--- src/rtl/uart_cmd_pkg.sv ---
// Shared constants and types for the UART command parser.
package uart_cmd_pkg;

    localparam logic [7:0] ASCII_CR   = 8'h0D;
    localparam logic [7:0] ASCII_LF   = 8'h0A;
    localparam logic [7:0] ASCII_M    = 8'h4D;
    localparam logic [7:0] ASCII_C    = 8'h43;
    localparam logic [7:0] ASCII_P    = 8'h50;
    localparam logic [7:0] ASCII_ZERO = 8'h30;
    localparam logic [7:0] ASCII_ONE  = 8'h31;
    localparam logic [7:0] ASCII_NINE = 8'h39;
    localparam logic [7:0] ASCII_K    = 8'h4B;
    localparam logic [7:0] ASCII_E    = 8'h45;
    localparam logic [7:0] ASCII_B    = 8'h42;

    typedef enum logic [2:0] {
        ST_IDLE      = 3'd0,
        ST_GOT_M     = 3'd1,
        ST_GOT_C     = 3'd2,
        ST_GOT_C_ARG = 3'd3,
        ST_GOT_P     = 3'd4,
        ST_DISCARD   = 3'd5
    } parser_state_e;

    function automatic logic is_term(input logic [7:0] b);
        return (b == ASCII_CR) || (b == ASCII_LF);
    endfunction

    function automatic logic is_digit(input logic [7:0] b);
        return (b >= ASCII_ZERO) && (b <= ASCII_NINE);
    endfunction

endpackage

--- src/rtl/uart_cmd_parser_rsp_buffer.sv ---
// Single-entry response holding register; a response arriving while full
// and not draining is dropped and flagged on rsp_overrun.
module rsp_buffer (
    input  logic       clk,
    input  logic       reset,
    input  logic       gen_valid,
    input  logic [7:0] gen_data,
    input  logic       rsp_ready,
    output logic [7:0] rsp_data,
    output logic       rsp_valid,
    output logic       rsp_overrun
);

    logic [7:0] data_q, data_d;
    logic       valid_q, valid_d;
    logic       overrun_q, overrun_d;

    // Load / drain / overrun decision
    always_comb begin
        data_d    = data_q;
        valid_d   = valid_q;
        overrun_d = 1'b0;
        if (valid_q && rsp_ready) begin
            valid_d = 1'b0;
        end else begin
            valid_d = valid_q;
        end
        if (gen_valid) begin
            if (valid_q && !rsp_ready) begin
                overrun_d = 1'b1;
            end else begin
                valid_d = 1'b1;
                data_d  = gen_data;
            end
        end else begin
            overrun_d = 1'b0;
        end
    end

    // Buffer state registers
    always_ff @(posedge clk or posedge reset) begin
        if (reset) begin
            data_q    <= 8'h00;
            valid_q   <= 1'b0;
            overrun_q <= 1'b0;
        end else begin
            data_q    <= data_d;
            valid_q   <= valid_d;
            overrun_q <= overrun_d;
        end
    end

    assign rsp_data    = data_q;
    assign rsp_valid   = valid_q;
    assign rsp_overrun = overrun_q;

endmodule

--- src/rtl/uart_cmd_parser.sv ---
// ASCII command-line parser (M, C0/C1, P<digits>) driving the ultrasonic
// measurement controller and producing one response byte per line.
module uart_cmd_parser
    import uart_cmd_pkg::*;
#(
    parameter int unsigned MAX_DIGITS        = 5,
    parameter int unsigned MIN_PERIOD_MS     = 60,
    parameter int unsigned DEFAULT_PERIOD_MS = 100
) (
    input  logic        clk,
    input  logic        reset,
    input  logic [7:0]  rx_data,
    input  logic        rx_valid,
    input  logic        sensor_busy,
    output logic        measure_start,
    output logic        cont_enable,
    output logic [15:0] period_ms,
    output logic        period_update,
    output logic [7:0]  rsp_data,
    output logic        rsp_valid,
    input  logic        rsp_ready,
    output logic        rsp_overrun
);

    parser_state_e state_q, state_d;
    logic [19:0]   acc_q, acc_d;
    logic [3:0]    cnt_q, cnt_d;
    logic          arg_q, arg_d;
    logic          measure_start_q, measure_start_d;
    logic          cont_enable_q, cont_enable_d;
    logic [15:0]   period_ms_q, period_ms_d;
    logic          period_update_q, period_update_d;
    logic          gen_valid_s;
    logic [7:0]    gen_data_s;
    logic          term_s;
    logic          period_ok_s;

    assign term_s      = is_term(rx_data);
    assign period_ok_s = (acc_q >= 20'(MIN_PERIOD_MS)) && (acc_q <= 20'd65535);

    // Parser next state, argument datapath and command execution
    always_comb begin
        state_d         = state_q;
        acc_d           = acc_q;
        cnt_d           = cnt_q;
        arg_d           = arg_q;
        measure_start_d = 1'b0;
        cont_enable_d   = cont_enable_q;
        period_ms_d     = period_ms_q;
        period_update_d = 1'b0;
        gen_valid_s     = 1'b0;
        gen_data_s      = ASCII_E;
        if (rx_valid) begin
            case (state_q)
                ST_IDLE: begin
                    if (rx_data == ASCII_M) begin
                        state_d = ST_GOT_M;
                    end else if (rx_data == ASCII_C) begin
                        state_d = ST_GOT_C;
                    end else if (rx_data == ASCII_P) begin
                        state_d = ST_GOT_P;
                        acc_d   = 20'd0;
                        cnt_d   = 4'd0;
                    end else if (term_s) begin
                        state_d = ST_IDLE;
                    end else begin
                        state_d = ST_DISCARD;
                    end
                end
                ST_GOT_M: begin
                    if (term_s) begin
                        state_d     = ST_IDLE;
                        gen_valid_s = 1'b1;
                        if (!sensor_busy) begin
                            measure_start_d = 1'b1;
                            gen_data_s      = ASCII_K;
                        end else begin
                            gen_data_s = ASCII_B;
                        end
                    end else begin
                        state_d = ST_DISCARD;
                    end
                end
                ST_GOT_C: begin
                    if ((rx_data == ASCII_ZERO) || (rx_data == ASCII_ONE)) begin
                        arg_d   = rx_data[0];
                        state_d = ST_GOT_C_ARG;
                    end else if (term_s) begin
                        state_d     = ST_IDLE;
                        gen_valid_s = 1'b1;
                    end else begin
                        state_d = ST_DISCARD;
                    end
                end
                ST_GOT_C_ARG: begin
                    if (term_s) begin
                        state_d       = ST_IDLE;
                        cont_enable_d = arg_q;
                        gen_valid_s   = 1'b1;
                        gen_data_s    = ASCII_K;
                    end else begin
                        state_d = ST_DISCARD;
                    end
                end
                ST_GOT_P: begin
                    if (is_digit(rx_data)) begin
                        if (cnt_q >= 4'(MAX_DIGITS)) begin
                            state_d = ST_DISCARD;
                        end else begin
                            acc_d = (acc_q * 20'd10) + {16'd0, rx_data[3:0]};
                            cnt_d = cnt_q + 4'd1;
                        end
                    end else if (term_s) begin
                        state_d     = ST_IDLE;
                        gen_valid_s = 1'b1;
                        // An empty argument or out-of-range value keeps the old period
                        if ((cnt_q != 4'd0) && period_ok_s) begin
                            period_ms_d     = acc_q[15:0];
                            period_update_d = 1'b1;
                            gen_data_s      = ASCII_K;
                        end else begin
                            gen_data_s = ASCII_E;
                        end
                    end else begin
                        state_d = ST_DISCARD;
                    end
                end
                ST_DISCARD: begin
                    if (term_s) begin
                        state_d     = ST_IDLE;
                        gen_valid_s = 1'b1;
                    end else begin
                        state_d = ST_DISCARD;
                    end
                end
                default: begin
                    state_d = ST_IDLE;
                end
            endcase
        end else begin
            state_d = state_q;
        end
    end

    // Parser and control-output registers
    always_ff @(posedge clk or posedge reset) begin
        if (reset) begin
            state_q         <= ST_IDLE;
            acc_q           <= 20'd0;
            cnt_q           <= 4'd0;
            arg_q           <= 1'b0;
            measure_start_q <= 1'b0;
            cont_enable_q   <= 1'b0;
            period_ms_q     <= 16'(DEFAULT_PERIOD_MS);
            period_update_q <= 1'b0;
        end else begin
            state_q         <= state_d;
            acc_q           <= acc_d;
            cnt_q           <= cnt_d;
            arg_q           <= arg_d;
            measure_start_q <= measure_start_d;
            cont_enable_q   <= cont_enable_d;
            period_ms_q     <= period_ms_d;
            period_update_q <= period_update_d;
        end
    end

    assign measure_start = measure_start_q;
    assign cont_enable   = cont_enable_q;
    assign period_ms     = period_ms_q;
    assign period_update = period_update_q;

    rsp_buffer u_rsp_buffer (
        .clk         (clk),
        .reset       (reset),
        .gen_valid   (gen_valid_s),
        .gen_data    (gen_data_s),
        .rsp_ready   (rsp_ready),
        .rsp_data    (rsp_data),
        .rsp_valid   (rsp_valid),
        .rsp_overrun (rsp_overrun)
    );

endmodule

--- config.mk ---
export PLATFORM = sky130hd
export DESIGN_NAME = uart_cmd_parser
export DESIGN_NICKNAME = d
export VERILOG_FILES = /design/src/rtl/uart_cmd_pkg.sv /design/src/rtl/uart_cmd_parser_rsp_buffer.sv /design/src/rtl/uart_cmd_parser.sv
export SDC_FILE = /design/constraint.sdc
export NUM_CORES = 1
export LEC_CHECK = 0
export CAP_MARGIN = 20
export CORE_MARGIN = 2
export CORE_UTILIZATION = 59
export DETAILED_ROUTE_END_ITERATION = 8
export PLACE_DENSITY = 0.79
export SYNTH_ARGS = -nofsm -noshare
export SYNTH_HDL_FRONTEND = slang
export SYNTH_SLANG_ARGS = --single-unit
export TNS_END_PERCENT = 30
--- constraint.sdc ---
create_clock -name clk -period 11.3 [get_ports clk]
set_clock_uncertainty 0.1 [all_clocks]
set_input_delay 2.26 -clock clk [delete_from_list [all_inputs] [get_ports clk]]
set_output_delay 2.26 -clock clk [all_outputs]
set_load 0.01 [all_outputs]
# Word level (Yosys, flattened, before mapping)
# Index checks and enable logic that the tools add are counted.
[word_totals] mem_bits_rw=0 latch_bits=0 regBits=57 inputBits=13 mem_count=0 romBits=0 wordCells=104 out_inout_bits=29
[op_classes] n_addsub=2 muxes=47 reduce_logical=18 eq_ne=18 n_lt_le_gt_ge=5 shifts=0 n_mul=1 div_mod_pow=0 bitwise_logic=2
[op_table] cell="two-way mux 20 bit" n=5
[op_table] cell="two-way mux 4 bit" n=12
[op_table] cell="one-hot mux 20 bit (2 select lines)" n=1
[op_table] cell="equality test 8 x 7 -> 1 bit (second input constant)" n=3
[op_table] cell="two-way mux 3 bit" n=7
[op_table] cell="adder 20 x 4 -> 20 bit" n=1
[op_table] cell=">= comparator 20 x 6 -> 1 bit (second input constant)" n=1
[op_table] cell="less-or-equal comparator 20 x 16 -> 1 bit (second input constant)" n=1
[op_table] cell="multiplier 20 x 3 -> 19 bit (second input constant)" n=1
[op_table] cell="two-way mux 1 bit" n=18
[op_table] cell="equality test 8 x 4 -> 1 bit (second input constant)" n=2
[op_table] cell="equality test 8 x 6 -> 1 bit (second input constant)" n=2
[op_table] cell="one-hot mux 3 bit (4 select lines)" n=1
[op_table] cell="one-hot mux 4 bit (3 select lines)" n=1
[op_table] cell="inequality test 2 bit (second input constant)" n=5
[op_table] cell=">= comparator 8 x 6 -> 1 bit (second input constant)" n=1
[op_table] cell="less-or-equal comparator 8 x 6 -> 1 bit (second input constant)" n=1
[op_table] cell="one-hot mux 4 bit (2 select lines)" n=1
[op_table] cell="AND reduction 7 bit" n=1
[op_table] cell="equality test 3 x 2 -> 1 bit (second input constant)" n=2
[op_table] cell="equality test 3 bit (second input constant)" n=2
[op_table] cell="AND reduction 3 bit" n=2
[op_table] cell="logical AND 1 bit" n=5
[op_table] cell="AND reduction 5 bit" n=1
[op_table] cell="other kinds (13)" n=16

# Longest topological paths before layout
[logic_depth] depth_word=8 depth_mapped=12 ltp_nobuf=12

# Hierarchy
# Synthesis repeated with hierarchy kept, for this count alone.
[hier_totals] hier_cells=390 area_unflattened_um2=3926.3
[modules_own_cells] module="uart_cmd_parser" seq_area_each_um2=1179.9 area_each_um2=3515.9 instances=1 cells_per_inst=366
[modules_own_cells] module="rsp_buffer" seq_area_each_um2=250.2 area_each_um2=410.4 instances=1 cells_per_inst=24

# Worst setup path before layout
# No wires, ideal clock.
[synth_timing] path_kind="in2reg" startpoint="input rx_data[1]" endpoint="register acc_q[19]" arrival_ps=4278 slack_ps=6851 cell_stages=11 cell_sequence="ha_1 fa_1 a21oi_1 nor2b_1 nand3_1 nor3b_1 nand3_1 and4b_1 nand3_2 or4_1 nand4_1"
[synth_via] elab_chain_len=4 elab_cells_between_ends=15 cone_classes="add/sub (1); order compare (2); eq/ne (7); mux (3); reduce/logical (2)"
[synth_lines] element="start: declaration" line_no="uart_cmd_parser.sv:12" source="input logic [7:0] rx_data,"
[synth_lines] element="adder 20 x 4 -> 20 bit (tied with other cells)" line_no="uart_cmd_parser.sv:110" source="acc_d = (acc_q * 20'd10) + {16'd0, rx_data[3:0]};"
[synth_lines] element="two-way mux 20 bit / logical AND 1 bit (equally long branches)" line_no="uart_cmd_parser.sv:107, uart_cmd_pkg.sv:30"
[synth_lines] element="two-way mux 20 bit / inequality test 2 bit (equally long branches)"
[synth_lines] element="one-hot mux 20 bit (2 select lines) / AND reduction 7 bit (equally long branches)"
[synth_lines] element="end signal: assignment" line_no="uart_cmd_parser.sv:149" source="acc_q <= 20'd0;"
[synth_lines] element="end signal: assignment" line_no="uart_cmd_parser.sv:158" source="acc_q <= acc_d;"
[synth_lines] element="end: declaration" line_no="uart_cmd_parser.sv:26" source="logic [19:0] acc_q, acc_d;"
# Several ways; a longest one is shown, not always the timed one. The select of a mux whose other input is x is not followed.
# A chain may end at the register's enable or synchronous reset.

# Worst setup path in the final report
[layout_timing] startpoint="input rx_data[1]" endpoint="register period_ms_q[6], in the netlist period_ms[6]"
[layout_via] elab_chain_len=4 elab_cells_between_ends=8 cone_classes="order compare (2); eq/ne (2); bitwise (1); reduce/logical (3)"
[layout_lines] element=">= comparator 8 x 6 -> 1 bit / less-or-equal comparator 8 x 6 -> 1 bit (equally long branches)" line_no="uart_cmd_pkg.sv:30" source="return (b >= ASCII_ZERO) && (b <= ASCII_NINE);"
[layout_lines] element="logical AND 1 bit" line_no="uart_cmd_pkg.sv:30"
[layout_lines] element="NOT 1 bit (no source line)"
[layout_lines] element="AND reduction 5 bit (no source line) (*)"
[layout_lines] element="end signal: assignment" line_no="uart_cmd_parser.sv:154" source="period_ms_q <= 16'(DEFAULT_PERIOD_MS);"
[layout_lines] element="end signal: assignment" line_no="uart_cmd_parser.sv:163" source="period_ms_q <= period_ms_d;"
[layout_lines] element="end: declaration" line_no="uart_cmd_parser.sv:31" source="logic [15:0] period_ms_q, period_ms_d;"
# Every way passes the cells marked *; elsewhere a longest branch is shown, timed or not.

==> impl_metrics.py <==
metrics = {
    "outcome": {
        "status": "finished clean",
    },
    "die": {
        "ios": 42,
        "row_count": 28,
        "die_h_um": 83.6,
        "die-width_um": 83.6,
        "core_area_sq_um": 6030,
        "floorplan.initialDensity_pct": 62.0,
        "dieArea_sq_um": 6980,
    },
    "synth": {
        "synthAdderAreaFrac_pct": 13.5,
        "synth_ff_type": "dfrtp_1",
        "muxShareOfSynthArea_pct": 1.41,
        "synth_compound_gate_area_share_pct": 14.3,
        "yosys_warnings": 0,
        "syn-cell-area_sq_um": 3730,
        "synth_edf_count": 0,
        "synth_xor_area_share_pct": 7.10,
        "synth_top_family_by_area": "simple AND/OR/NAND/NOR gates",
        "synthArstFlopShare_pct": 100,
        "syn_area_per_cell_sq_um": 8.96,
        "ys_seq_elements": 54,
        "synth_seq_area_share_pct": 36.3,
        "synthSimpleGateAreaFrac_pct": 23.5,
        "synth.distinct_cells": 71,
        "synth_cells": 417,
    },
    "power_and_ir_drop": {
        "ir_worst_vdd_uv": 87.1,
        "p_per_area_nw_per_um2": 86.8,
        "leakage_nw": 2.01,
    },
    "timing": {
        "hold_violations": 0,
        "fin_tns_setup_ns": 0,
        "setup_viol": 0,
        "setup_slack_ns": 5.76,
        "rsz0062_at_grt": "false",
        "finalCriticalPeriod_ns": 5.54,
        "timing.final.crit_share_pct": 49.0,
        "max_freq_mhz": 181,
        "worstMarginPinSlew_ns": 1.04,
        "slew_headroom_pct": 30.0,
        "maxSlewViolCount": 0,
    },
    "worst_setup_path": {
        "rr_startpoint": "acc_q[1]",
        "worstPathRequired_ns": 11.46,
        "critical_path.max_fanout": 17,
        "critical_path.startpoint": "rx_data[1]",
        "crit_path_max_incr_delay_ns": 0.88,
        "path_class": "primary input to register",
        "slowest_stage": "nor4bb_1",
        "crit_top_cell": "nand2_1",
        "endpoint_kind": "register",
        "crit_chain": "clkdlybuf4s50_1 > nor3b_1 > a21oi_1 > nor4bb_1 > nand4_1 > clkinv_1 > nand2_1 > nand2_1",
        "cp_top_family": "simple AND/OR/NAND/NOR gates",
        "worstSetupStartpointType": "primary input",
        "crit_arrival_ns": 5.69,
        "worst-path-buf-inv": 2,
    },
    "routing": {
        "num_vias": 3128,
        "ant_nets": 0,
        "wire_per_inst_um": 15.8,
        "dr.pass1.iters": 5,
        "viasPerCell": 5.97,
        "remaining_drc_errors": 0,
        "drtIter0Drc": 176,
        "wirelength_um": 8300,
    },
    "layout": {
        "syn_to_final_growth_pct": 13.6,
        "nets": 500,
        "nFillCells": 481,
        "final_cell_mix": "82 x nand2_1, 51 x dfrtp_1, 38 x clkdlybuf4s50_1",
        "final_layout_size_suffix_gt1_share_pct": 7.13,
        "regArea_sq_um": 1360,
        "final_common_cell": "nand2_1",
        "n_antenna_cell": 0,
        "multi_input_area_sq_um": 2240,
    },
    "cts": {
        "cts_resized": 0,
        "clkSlewWorstSetupHoldPaths_ns": 0.10,
        "clk_path_buf_depth": 2,
        "htreeDepth": 2,
        "worstSkewPairLatency_ns": 0.31,
        "cts_tree": "yes",
        "cts_setup_buffers": 0,
        "cts_made_buffers": 5,
        "clock_sinks": 54,
        "holdBufCountCts": 0,
        "cts_root_buffer": "clkbuf_8",
    },
    "global_routing": {
        "grt_pass1_wl_um": 14500,
        "gr-total-overflow": 0,
        "antenna_found_initial": 0,
        "grt_max_degree": 55,
        "grt_pass1_vias": 3014,
        "grt_use_total_pct": 25.0,
    },
    "min_path": {
        "hp-start": "period_ms[5]",
        "min_path_type": "register to register",
    },
    "placement": {
        "gp_congestion": 0.864,
        "io_buffer_count": 38,
        "post-place-ws_ns": 5.46,
        "place_hpwl_um": 6290,
    },
    "flow_run": {
        "drv_cap": 0,
    },
}
==> metal layers <==
metal / track usage (%) / wire length [um]
met1: 33.5 / 3780
met2: 43.1 / 4150
met3: 2.67 / 281
met4: 6.74 / 90
met5: 0 / 0
==> cell families (layout without fill, tap and decap cells) <==
| family | count (synthesis) | in the layout |
|---|---|---|
| xor gates and xnor gates | 26 | 26 |
| DFF | 54 | 54 |
| other | 1 | 3 |
| and+or+nand+nor | 183 | 183 |
| AOI/OAI and AO/OA | 80 | 80 |
| muxes | 5 | 5 |
| buffers and inverters | 29 | 59 |
| adders and majority gates | 39 | 39 |
==> sequential cells by signal, summed over array words and instances (netlist names) <==
signal / cells
acc_q: 20
arg_q: 1
cnt_q: 4
cont_enable: 1
measure_start: 1
period_ms: 16
period_update: 1
state_q: 3
u_rsp_buffer.rsp_data: 5
u_rsp_buffer.rsp_overrun: 1
u_rsp_buffer.rsp_valid: 1
==> worst paths after layout <==
kind | endpoint | slack, ns | cells past startpoint
worst min-delay path | period_ms[5] | 0.37 | 2
worst min register to register | period_ms[5] | 0.37 | 2
min in group asynchronous | cont_enable | 2.33 | 3
max in group asynchronous | acc_q[0] | 8.30 | 3
worst max register to register | acc_q[19] | 7.13 | 12
worst max-delay path | period_ms[6] | 5.76 | 8
==> power by group <==
group,total (mW),leakage (nW),switching (mW),internal [mW]
registers,0.203,0.725,0.00507,0.197
clock network,0.136,0.0563,0.0683,0.0676
logic,0.0297,1.23,0.0151,0.0146
==> tightest hold or removal path, cell delays in order (launching register included) <==
cell	delay [ns]
dfstp_2	0.38
nand2_1	0.05
nand2_1	0.05
==> through the flow <==
step	power, mW	cells	hold WS, ns	utilization [%]	instance area, sq um
global placement	0.235	516	0.354	68.4	4120
floorplan	0.222	419	0.342	-	3740
CTS	0.370	524	0.374	70.4	4240
detailed placement	0.236	516	0.357	68.4	4120
global route	0.380	524	0.382	70.4	4240
finish	0.368	524	0.375	70.4	4240
==> Yosys cell counts, types with 3 or more instances <==
cell type	instances	area (sq um)
a21o_1	6	45.0
a21oi_1	18	90.1
a22o_1	4	35.0
a31oi_1	4	25.0
buf_4	4	30.0
clkbuf_1	9	33.8
dfrtp_1	51	1280
dfstp_2	3	78.8
ha_1	37	463
inv_1	10	37.5
mux2i_1	3	30.0
nand2_1	82	308
nand2b_1	4	25.0
nand3_1	11	55.1
nand4_1	8	50.1
nor2_1	32	120
nor2b_1	6	37.5
nor3_1	11	55.1
nor4_1	4	25.0
o211ai_1	4	30.0
o21ai_0	17	85.1
o21ai_1	5	25.0
xnor2_1	13	114
xor2_1	11	96.3
==> area by class of cell <==
| type | count | area share, % |
|---|---|---|
| clock inverter | 3 | 1.15 |
| inverter | 12 | 1.06 |
| clock buffer | 5 | 1.62 |
| multi-input combinational | 336 | 52.9 |
| sequential | 54 | 31.9 |
| timing repair buffer | 39 | 9.14 |
| tap | 75 | 2.21 |
Power figures use the tool's default switching activity.
==> RTL change, RTL diff (same settings) <==
Register the output `rsp_overrun`, cleared by the reset; this adds one clock of latency there. The other outputs are not delayed to match.
--- a/src/rtl/uart_cmd_parser.sv
+++ b/src/rtl/uart_cmd_parser.sv
@@ -21,6 +21,8 @@
     input  logic        rsp_ready,
     output logic        rsp_overrun
 );
+
+    logic rsp_overrun_d;
 
     parser_state_e state_q, state_d;
     logic [19:0]   acc_q, acc_d;
@@ -178,8 +180,16 @@
         .rsp_ready   (rsp_ready),
         .rsp_data    (rsp_data),
         .rsp_valid   (rsp_valid),
-        .rsp_overrun (rsp_overrun)
+        .rsp_overrun (rsp_overrun_d)
     );
+
+    always_ff @(posedge clk or posedge reset) begin
+        if (reset) begin
+            rsp_overrun <= '0;
+        end else begin
+            rsp_overrun <= rsp_overrun_d;
+        end
+    end
 
 endmodule
 
Formal check against the unedited RTL: not equivalent (a bounded check fails within 10 cycles, from zero or initial values and one cycle with reset high).
==> RTL change against the unedited design <==
- cell area increased by 0.44%
- cell count increased by 0.76%
- power decreased by 6.0%
- wire length decreased by 3.8%
- worst setup slack improved by 0.17 ns
- clock power decreased by 19%
- sequential cell count increased by 1
- area after synthesis increased by 0.67%
==> RTL change: results (changes against the unedited design) <==
| Metric | Value |
|---|---|
| Status | `finished clean` |
| Largest net degree at the start of global routing | `56 (+1.8%)` |
| Hpwl dp | `6.134 mm (-2.5%)` |
| CP peak stage delay | `0.82 ns (-0.06 ns)` |
| EDFF count, synth | `0 (unchanged)` |
| Placement Cell Area | `0.004151 mm2 (+0.67%)` |
| Gr usage total | `24.04% (-0.94 points)` |
| Pre-antenna DRT Iters | `5 (unchanged)` |
| 1st-iter DRT viols | `131 (-26%)` |
| Sequential area share after synthesis | `36.71% (+0.42 points)` |
| Hold_ws | `0.2626 ns (-0.1124 ns)` |
| Largest cells by area after synthesis | `dfrtp_1, ha_1, nand2_1, nor2_1, xnor2_1` |
| Worst Setup SP | `rx_data[2]` |
| # fillers | `527 (+9.6%)` |
| GPL Wtd Cong | `0.8064 (-6.7%)` |
| LEAKAGE | `2.019 nW (+0.39%)` |
| Post-Route WL | `7.984 mm (-3.8%)` |
| R2R depth | `12 (unchanged)` |
| Critical Path AT | `5.54 ns (-0.15 ns)` |
| Worst R2R Setup Slack | `7.14 ns (about the same)` |
| Root Driver | `clkbuf_8` |
| Via count | `3,105 (-0.74%)` |
| Synth top cells by count | `nand2_1, dfrtp_1, ha_1` |
| Critical Path End | `period_ms[6]$_DFFE_PP1P_` |
| Layout cells sized above 1 | `7.317% (+0.19 points)` |
| First-pass GRT wire length | `13.78 mm (-5.1%)` |
| Vias in the first global route | `2,886 (-4.2%)` |
| Nets | `502 (+0.40%)` |
| Maximum vdd ir drop | `0.07124 mV (-18%)` |
| Slew @ Worst Pin | `0.9815 ns (-0.05448 ns)` |
==> RTL change: changes by cell type after synthesis, sizes merged <==
cell   change
dfrtp      +1
==> RTL change: final cells by class <==
class / count / area (um2) / area share (%)
multi-input cells: 336 / 2242 / 52.63
flip-flops and latches: 55 / 1380 / 32.39
repair buffers: 40 / 407.9 / 9.574
well taps: 77 / 96.34 / 2.261
clock buffers: 5 / 68.82 / 1.615
inverters: 12 / 45.04 / 1.057
clock inverters: 3 / 20.02 / 0.4699
==> RTL change: through the flow <==
step	setup WS (ns)	cells	utilization [%]
detailed placement	5.618	519	66.52
floorplan	6.851	420	-
finish	5.928	528	68.26
global placement	5.779	519	66.52
CTS	5.946	527	67.94
global route	5.528	528	68.26
==> RTL change: logic make-up after synthesis <==
family / after synthesis / share of synthesized area, %
AO/OA/AOI/OAI: 80 / 14.21
XOR/XNOR: 26 / 7.055
adder cells (fa/ha/maj): 39 / 13.38
buffers and inverters: 29 / 3.860
flip-flops: 55 / 36.71
multiplexers: 5 / 1.398
other: 1 / 0.09974
AND/OR/NAND/NOR: 183 / 23.29
==> RTL change: worst reg2reg max path: stages, from the launching register on <==
cell and delay (ns):
dfrtp_1 0.49, ha_1 0.33, ha_1 0.22, fa_1 0.42, a211oi_2 0.33, o21a_2 0.22, o211ai_1 0.17, a2111oi_0 0.61
and3b_1 0.30, and4b_1 0.26, nand3_2 0.12, or4_1 0.42, nand4_1 0.10
==> RTL change: worst min path at each step <==
stage | start | cells past startpoint | to
6_report | u_rsp_buffer.rsp_overrun$_DFF_PP0_ | 0 | rsp_overrun$_DFF_PP0_
5_1_grt | u_rsp_buffer.rsp_overrun$_DFF_PP0_ | 0 | rsp_overrun$_DFF_PP0_
4_1_cts | u_rsp_buffer.rsp_overrun$_DFF_PP0_ | 0 | rsp_overrun$_DFF_PP0_
3_5_place_dp | u_rsp_buffer.rsp_overrun$_DFF_PP0_ | 0 | rsp_overrun$_DFF_PP0_
3_3_place_gp | u_rsp_buffer.rsp_overrun$_DFF_PP0_ | 0 | rsp_overrun$_DFF_PP0_
2_1_floorplan | u_rsp_buffer.rsp_overrun$_DFF_PP0_ | 0 | rsp_overrun$_DFF_PP0_
==> RTL change: power breakdown <==
part           internal (mW)  total (mW)  switching, mW
registers              0.201       0.206        0.00481
logic                 0.0151      0.0303         0.0152
clock network         0.0433       0.110         0.0668
total                  0.259       0.346         0.0868
==> RTL change: metal layers <==
metal  routed length (um)  share of wire, %  track usage, %  vias to the layer above
met4                  117               1.5           6.891                        0
met2                 3941                49           40.95                       80
li1                     -                 -               -                     1531
met3                  285               3.6           3.165                       10
met1                 3639                46           32.20                     1484
met5                    0                 0               0                        -
